$ cat src/rtl/dpctrl_pkg.sv
// -----------------------------------------------------------------------------
// dpctrl_pkg
// Shared definitions for the datapath instruction sequencer:
//   - sequencer state encoding
//   - instruction class produced by the decoder
//   - opcode / op field constants
//   - ALUop and shifter encodings
//   - instruction field bit positions
//   - a small sign-extension helper for the 8-bit immediate
// Optional feature macro used by the sequencer files: DPCTRL_STATUS_EN
// -----------------------------------------------------------------------------
package dpctrl_pkg;

  typedef enum logic [2:0] {
    ST_WAIT      = 3'd0,
    ST_DECODE    = 3'd1,
    ST_GET_A     = 3'd2,
    ST_GET_B     = 3'd3,
    ST_EXEC      = 3'd4,
    ST_WRITE_REG = 3'd5,
    ST_WRITE_IMM = 3'd6
  } state_e;

  // Instruction class: groups instructions that share a state path.
  typedef enum logic [2:0] {
    CLS_ILLEGAL = 3'd0,
    CLS_MOV_IMM = 3'd1,
    CLS_MOV_REG = 3'd2,
    CLS_ALU_AB  = 3'd3,  // ADD / AND: read Rn and Rm, write Rd
    CLS_CMP     = 3'd4,
    CLS_MVN     = 3'd5
  } icls_e;

  // Opcode field values
  localparam logic [2:0] OPC_MOV = 3'b110;
  localparam logic [2:0] OPC_ALU = 3'b101;

  // op field values under OPC_MOV
  localparam logic [1:0] OP_MOV_IMM = 2'b10;
  localparam logic [1:0] OP_MOV_REG = 2'b00;

  // op field values under OPC_ALU
  localparam logic [1:0] OP_ADD = 2'b00;
  localparam logic [1:0] OP_CMP = 2'b01;
  localparam logic [1:0] OP_AND = 2'b10;
  localparam logic [1:0] OP_MVN = 2'b11;

  // ALUop encodings
  localparam logic [1:0] ALU_ADD   = 2'b00;
  localparam logic [1:0] ALU_SUB   = 2'b01;
  localparam logic [1:0] ALU_AND   = 2'b10;
  localparam logic [1:0] ALU_NOT_B = 2'b11;

  // Shifter encodings
  localparam logic [1:0] SH_NONE = 2'b00;
  localparam logic [1:0] SH_LSL  = 2'b01;
  localparam logic [1:0] SH_LSR  = 2'b10;
  localparam logic [1:0] SH_ASR  = 2'b11;

  // Instruction field positions
  localparam int OPC_HI = 15;
  localparam int OPC_LO = 13;
  localparam int OP_HI  = 12;
  localparam int OP_LO  = 11;
  localparam int RN_HI  = 10;
  localparam int RN_LO  = 8;
  localparam int RD_HI  = 7;
  localparam int RD_LO  = 5;
  localparam int SH_HI  = 4;
  localparam int SH_LO  = 3;
  localparam int RM_HI  = 2;
  localparam int RM_LO  = 0;
  localparam int IMM_HI = 7;
  localparam int IMM_LO = 0;

  function automatic logic [15:0] sext8(input logic [7:0] v);
    return {{8{v[7]}}, v};
  endfunction

endpackage

$ cat src/rtl/dpctrl_decode.sv
// -----------------------------------------------------------------------------
// dpctrl_decode
// Purely combinational instruction decoder for the datapath sequencer.
// Ports:
//   ir_i       in  16  captured instruction
//   cls_o      out  3  instruction class (icls_e encoding)
//   rn_o       out  3  Rn field
//   rd_o       out  3  Rd field
//   rm_o       out  3  Rm field
//   sh_o       out  2  shift field
//   aluop_o    out  2  ALU operation for the EXEC step
//   illegal_o  out  1  opcode/op combination not supported
//   imm_o      out 16  sign-extended imm8
// Macro DPCTRL_STATUS_EN: when defined, 101/01 decodes as CMP; otherwise illegal.
// -----------------------------------------------------------------------------
module dpctrl_decode
  import dpctrl_pkg::*;
(
  input  logic [15:0] ir_i,
  output logic [2:0]  cls_o,
  output logic [2:0]  rn_o,
  output logic [2:0]  rd_o,
  output logic [2:0]  rm_o,
  output logic [1:0]  sh_o,
  output logic [1:0]  aluop_o,
  output logic        illegal_o,
  output logic [15:0] imm_o
);

  logic [2:0] opc;
  logic [1:0] op;
  icls_e      cls;
  logic [1:0] aluop;

  assign opc   = ir_i[OPC_HI:OPC_LO];
  assign op    = ir_i[OP_HI:OP_LO];
  assign rn_o  = ir_i[RN_HI:RN_LO];
  assign rd_o  = ir_i[RD_HI:RD_LO];
  assign rm_o  = ir_i[RM_HI:RM_LO];
  assign sh_o  = ir_i[SH_HI:SH_LO];
  assign imm_o = sext8(ir_i[IMM_HI:IMM_LO]);

  always_comb begin
    cls   = CLS_ILLEGAL;
    aluop = ALU_ADD;
    case (opc)
      OPC_MOV: begin
        // MOV reg runs through the ALU as 0 + (Rm shifted), so ADD.
        if (op == OP_MOV_IMM) begin
          cls = CLS_MOV_IMM;
        end else if (op == OP_MOV_REG) begin
          cls = CLS_MOV_REG;
        end
      end
      OPC_ALU: begin
        case (op)
          OP_ADD: begin
            cls   = CLS_ALU_AB;
            aluop = ALU_ADD;
          end
          OP_AND: begin
            cls   = CLS_ALU_AB;
            aluop = ALU_AND;
          end
          OP_MVN: begin
            cls   = CLS_MVN;
            aluop = ALU_NOT_B;
          end
          OP_CMP: begin
`ifdef DPCTRL_STATUS_EN
            cls   = CLS_CMP;
            aluop = ALU_SUB;
`else
            cls   = CLS_ILLEGAL;
`endif
          end
          default: cls = CLS_ILLEGAL;
        endcase
      end
      default: cls = CLS_ILLEGAL;
    endcase
  end

  assign cls_o     = cls;
  assign aluop_o   = aluop;
  assign illegal_o = (cls == CLS_ILLEGAL);

endmodule

$ cat src/rtl/datapath_ctrl.sv
// -----------------------------------------------------------------------------
// datapath_ctrl
// Instruction sequencer for the 16-bit register/shift/ALU datapath. Accepts an
// instruction on start (in WAIT), then steps the datapath through register
// read, execute and writeback, finishing with a one-cycle done pulse.
// Ports:
//   clk          in   1  rising-edge clock
//   reset        in   1  asynchronous active-high, returns to WAIT, clears ir
//   start        in   1  request, sampled only in WAIT
//   instr        in  16  instruction captured on an accepted start
//   busy         out  1  high in every state except WAIT
//   done         out  1  high in the final state of an instruction
//   illegal      out  1  high with done for an unsupported opcode
//   datapath_in  out 16  sign-extended ir[7:0]
//   readnum      out  3  register-read index (0 when unused)
//   writenum     out  3  register-write index (0 when unused)
//   loada/loadb/loadc/loads/write/vsel/asel/bsel  out 1  datapath enables
//   shift        out  2  shifter op (ir[4:3] in EXEC, else 0)
//   ALUop        out  2  ALU op (0 outside EXEC)
// Macro DPCTRL_STATUS_EN: enables CMP and its loads pulse; when undefined
// loads is constant 0 and 101/01 is illegal.
// All control outputs are Moore outputs of state and ir, so the asynchronous
// reset clears them immediately.
// -----------------------------------------------------------------------------
module datapath_ctrl
  import dpctrl_pkg::*;
(
  input  logic        clk,
  input  logic        reset,
  input  logic        start,
  input  logic [15:0] instr,
  output logic        busy,
  output logic        done,
  output logic        illegal,
  output logic [15:0] datapath_in,
  output logic [2:0]  readnum,
  output logic [2:0]  writenum,
  output logic        loada,
  output logic        loadb,
  output logic        loadc,
  output logic        loads,
  output logic        write,
  output logic        vsel,
  output logic        asel,
  output logic        bsel,
  output logic [1:0]  shift,
  output logic [1:0]  ALUop
);

  state_e      state_q, state_d;
  logic [15:0] ir_q, ir_d;

  logic [2:0]  dec_cls_raw;
  icls_e       dec_cls;
  logic [2:0]  dec_rn;
  logic [2:0]  dec_rd;
  logic [2:0]  dec_rm;
  logic [1:0]  dec_sh;
  logic [1:0]  dec_aluop;
  logic        dec_illegal;
  logic [15:0] dec_imm;

  dpctrl_decode u_decode (
    .ir_i      (ir_q),
    .cls_o     (dec_cls_raw),
    .rn_o      (dec_rn),
    .rd_o      (dec_rd),
    .rm_o      (dec_rm),
    .sh_o      (dec_sh),
    .aluop_o   (dec_aluop),
    .illegal_o (dec_illegal),
    .imm_o     (dec_imm)
  );

  assign dec_cls = icls_e'(dec_cls_raw);

  always_ff @(posedge clk or posedge reset) begin
    if (reset) begin
      state_q <= ST_WAIT;
      ir_q    <= '0;
    end else begin
      state_q <= state_d;
      ir_q    <= ir_d;
    end
  end

  // ir only loads in WAIT, so it is stable for the whole instruction.
  assign busy        = (state_q != ST_WAIT);
  assign datapath_in = dec_imm;

  always_comb begin
    state_d  = state_q;
    ir_d     = ir_q;
    done     = 1'b0;
    illegal  = 1'b0;
    readnum  = 3'd0;
    writenum = 3'd0;
    loada    = 1'b0;
    loadb    = 1'b0;
    loadc    = 1'b0;
    loads    = 1'b0;
    write    = 1'b0;
    vsel     = 1'b0;
    asel     = 1'b0;
    bsel     = 1'b0;
    shift    = SH_NONE;
    ALUop    = ALU_ADD;

    case (state_q)
      ST_WAIT: begin
        if (start) begin
          ir_d    = instr;
          state_d = ST_DECODE;
        end
      end

      ST_DECODE: begin
        case (dec_cls)
          CLS_MOV_IMM:         state_d = ST_WRITE_IMM;
          CLS_ALU_AB, CLS_CMP: state_d = ST_GET_A;
          CLS_MOV_REG, CLS_MVN: state_d = ST_GET_B;
          default: begin
            done    = 1'b1;
            illegal = dec_illegal;
            state_d = ST_WAIT;
          end
        endcase
      end

      ST_GET_A: begin
        readnum = dec_rn;
        loada   = 1'b1;
        state_d = ST_GET_B;
      end

      ST_GET_B: begin
        readnum = dec_rm;
        loadb   = 1'b1;
        state_d = ST_EXEC;
      end

      ST_EXEC: begin
        // MOV reg forces the A operand to zero so ADD passes B through.
        asel  = (dec_cls == CLS_MOV_REG);
        shift = dec_sh;
        ALUop = dec_aluop;
        loadc = 1'b1;
        if (dec_cls == CLS_CMP) begin
`ifdef DPCTRL_STATUS_EN
          loads = 1'b1;
`endif
          done    = 1'b1;
          state_d = ST_WAIT;
        end else begin
          state_d = ST_WRITE_REG;
        end
      end

      ST_WRITE_REG: begin
        writenum = dec_rd;
        write    = 1'b1;
        done     = 1'b1;
        state_d  = ST_WAIT;
      end

      ST_WRITE_IMM: begin
        writenum = dec_rn;
        vsel     = 1'b1;
        write    = 1'b1;
        done     = 1'b1;
        state_d  = ST_WAIT;
      end

      default: state_d = ST_WAIT;
    endcase
  end

endmodule

$ cat config.mk
export PLATFORM = sky130hd
export DESIGN_NAME = datapath_ctrl
export DESIGN_NICKNAME = d
export VERILOG_FILES = /design/src/rtl/dpctrl_pkg.sv /design/src/rtl/dpctrl_decode.sv /design/src/rtl/datapath_ctrl.sv
export SDC_FILE = /design/constraint.sdc
export NUM_CORES = 1
export LEC_CHECK = 0
export ABC_AREA = 1
export ABC_CLOCK_PERIOD_IN_PS = 1300
export CORE_AREA = 2 2 57 59
export CTS_CLUSTER_DIAMETER = 80
export DETAILED_ROUTE_END_ITERATION = 8
export DIE_AREA = 0 0 59 61
export GPL_ROUTABILITY_DRIVEN = 0
export HOLD_SLACK_MARGIN = 0.12
export PLACE_DENSITY = 0.89
export SYNTH_ARGS = -nofsm -noshare
export SYNTH_HDL_FRONTEND = slang
export SYNTH_SLANG_ARGS = --single-unit
$ cat constraint.sdc
create_clock -name clk -period 1.3 [get_ports clk]
set_input_delay 0.26 -clock clk [delete_from_list [all_inputs] [get_ports clk]]
set_output_delay 0.26 -clock clk [all_outputs]
set_load 0.05 [all_outputs]
==> results of run 1 <==
==> tightest hold or removal path: stages <==
cell,delay (ns)
sky130_fd_sc_hd__clkdlybuf4s50_1,0.39
sky130_fd_sc_hd__inv_1,0.05
sky130_fd_sc_hd__buf_4,0.26
==> sequential cells by signal (all words and copies together), names as in the netlist <==
signal   count
state_q      3
ir_q        16
==> cells in the mapped netlist, drive strengths merged <==
library cell and count:
buf 20, conb 1, nand4 1, a21oi 13, nand2 24, o22ai 6
nand3 9, dfrtp 19, nor2 25, o21ai 1, nor3 1, o21bai 1
inv 24
==> how the worst max path moves through the flow <==
| stage | startpoint | to | slack [ns] | cells after the start |
|---|---|---|---|---|
| floorplan | state_q[2]$_DFFE_PP0P_ | readnum[0] | -0.10 | 3 |
| global placement | start | ir_q[9]$_DFFE_PP0P_ | -0.09 | 4 |
| detailed placement | ir_q[14]$_DFFE_PP0P_ | done | -0.16 | 6 |
| CTS | state_q[2]$_DFFE_PP0P_ | readnum[2] | -0.40 | 4 |
| global route | state_q[1]$_DFFE_PP0P_ | done | -0.46 | 5 |
| finish | state_q[2]$_DFFE_PP0P_ | readnum[2] | -0.42 | 4 |
==> per-layer routing <==
layer | global-route usage [%] | routed length, um
met3 | 3.20 | 204
met4 | 10.7 | 108
met2 | 42.5 | 2260
met5 | 0 | 0
met1 | 25.9 | 1490
==> what timing repair did <==
action                                  4_1_cts  5_1_grt
buffers inserted                              6        3
pin swaps                                     4        1
endpoints found under the setup margin       36       45
gates resized for setup                      26       16
cloned                                        1        1
==> kinds of logic (layout without fill, tap and decap cells) <==
group / after synthesis / count (layout) / share of synthesized area, %
other cells: 1 / 2 / 0.323
flops: 19 / 19 / 40.9
simple gates: 60 / 62 / 24.1
compound gates: 21 / 21 / 12.5
buf+inv: 44 / 105 / 22.1
==> cell type report <==
type / instances / area share [%]
clock buffers: 3 / 0.892
clock inverters: 1 / 0.198
inverters: 24 / 4.12
multi-input cells: 85 / 30.8
flip-flops and latches: 19 / 19.0
well taps: 33 / 1.64
repair buffers: 77 / 43.4
==> stage by stage <==
stage | util (%) | instances | hold slack (ns) | TNS, ns | cell area [um2]
5_1_grt | 85.5 | 242 | 0.295 | -10.20 | 2520
6_report | 85.5 | 242 | 0.254 | -8.68 | 2520
3_5_place_dp | 76.5 | 227 | 0.494 | -2.71 | 2260
2_1_floorplan | - | 146 | 0.211 | -1.15 | 1390
4_1_cts | 82.0 | 238 | 0.273 | -7.80 | 2420
3_3_place_gp | 76.5 | 227 | 0.480 | -1.76 | 2260
==> layout by cell type (no fill, tap or decap), types with 5 or more instances in the layout <==
cell	count
sky130_fd_sc_hd__buf_4	19
sky130_fd_sc_hd__o22ai_4	6
sky130_fd_sc_hd__nand3_1	5
sky130_fd_sc_hd__nor2_2	8
sky130_fd_sc_hd__buf_12	36
sky130_fd_sc_hd__clkdlybuf4s50_1	17
sky130_fd_sc_hd__nor2_1	5
sky130_fd_sc_hd__nand2_1	19
sky130_fd_sc_hd__nor2_4	11
sky130_fd_sc_hd__a21oi_2	11
sky130_fd_sc_hd__inv_1	15
sky130_fd_sc_hd__dfrtp_1	16
==> reports/results.tsv, run 1 <==
stage	metric	value	unit
clock_network	cts.hold.buffers_added	0	
placement	hpwlAfterDp	2680	um
synthesis	synth_seq_cells	19	
worst_setup_path	critPathKind	reg -> out	
run_status	failed_checks	setup timing	
clock_network	cts_inserted_buffers	3	
worst_setup_path	regToRegEndpoint	ir_q[12]$_DFFE_PP0P_	
die	die_area	0.00360	mm2
timing	post-route-worst-setup-slack	-0.423	ns
grt	antenna_found_initial	0	
worst_setup_path	critical_path.max_stage_delay	0.51	ns
grt	vias_in_the_first_global_route	1300	
worst_setup_path	startpoint_type	flop	
route	drt_first_pass_iters	5	
route	route.antenna.remaining_nets	0	
route	drc	0	
synthesis	yosysTopAreaCellShare	40.9	%
die	ioPinCount	56	
placement	dp_slack	-0.159	ns
timing	rel_slew_slack	54.7	%
grt	grt_remaining_overflow	0	
worst_setup_path	crit_path_max_fanout	5	
clock_network	cts_tree	done	
clock_network	max-clock-path-buffers	2	
worst_setup_path	end_kind	primary output	
worst_setup_path	worst_path_max_delay_cell	sky130_fd_sc_hd__dfrtp_2	
timing	timing_hold_violations_final	0	
grt	grt_max_degree	20	
clock_network	cts.reportedPaths.clkPinSlew	0.12	ns
clock_network	h_tree_depth	1	
timing	max_freq	580	MHz
placement	placement.io_buffers	53	
layout	multi_input_comb_area	777	um2
timing	layout_worst_path_cycle_share	133	%
clock_network	cts.sinks	19	
route	vias_per_cell	5.08	
layout	antenna_cells	0	
clock_network	clk_latency	0.31	ns
synthesis	avgSynthCellArea	8.01	um2
layout	regArea	479	um2
die	die_w	59	um
clock_network	cts_root_buffer	sky130_fd_sc_hd__clkbuf_4	
grt	groute.usage.overall	22.9	%
worst_setup_path	regToRegSetupSlack	-0.12	ns
die	std_cell_rows	20	
die	floorplan.initialDensity	39.3	%
layout	layout.filler_cells	139	
synthesis	synth_sequential_area_ratio	40.9	%
timing	final-max-slew-violation-count	0	
route	routed_wl	4060	um
route	route.detailed.wl_per_inst	16.8	um
worst_setup_path	critical_path.cell_chain	inv_4 -> nand3_4 -> o22ai_4 -> buf_12	
synthesis	yosys.cell_types.count	20	
timing	layout_min_cycle_time	1.72	ns
timing	worst_clock_skew	0.0107	ns
synthesis	synth.area.top_cells	sky130_fd_sc_hd__dfrtp_1, sky130_fd_sc_hd__buf_4, sky130_fd_sc_hd__nor2_1	
synthesis	synthesis.instances	145	
layout	areaGrowthSynthToFinish	117	%
run_status	status	finished with violations	
route	via_count	1230	
layout	drive_gt1_share	60.3	%
flow_run	drv_cap	0	
layout	nets	229	
worst_hold_path	hold_path.class	in -> async	
timing	tightest_slew	0.679	ns
worst_setup_path	r2r-start	state_q[2]$_DFFE_PP0P_	
timing	grt_setup_unrepaired	yes	
die	core_ar	0.00295	mm2
synthesis	post_synth_instance_area	0.00116	mm2
synthesis	yosysTopAreaCell	sky130_fd_sc_hd__dfrtp_1	
route	number_of_drc_markers_after_the_initial_detailed_route_iteration	25	
worst_setup_path	worst_r2r_path_depth	6	
die	die_height	61	um
worst_setup_path	worst-endpoint-arrival	1.46	ns
grt	grt_pass1_wl	6030	um
synthesis	warnings_from_yosys	0	
timing	finalSetupViolations	44	
worst_setup_path	cp_top_family	flip-flops	
worst_setup_path	worstPathRequired	1.04	ns
worst_setup_path	worstPathBufferInverterCount	2	
Power of run 1 is left out: the tool's default activity adds up to more than one toggle a clock period on the data nets, which glitch-free logic cannot reach.
==> run 2, diff against run 1 <==
--- a/config.mk
+++ b/config.mk
@@ -6,7 +6,6 @@
 export NUM_CORES = 1
 export LEC_CHECK = 0
 export ABC_AREA = 1
-export ABC_CLOCK_PERIOD_IN_PS = 1300
 export CORE_AREA = 2 2 57 59
 export CTS_CLUSTER_DIAMETER = 80
 export DETAILED_ROUTE_END_ITERATION = 8
==> results of run 2 <==
Final layout, timing and power as in run 1 (identical DEF).
Power of run 2 is left out for the same reason.
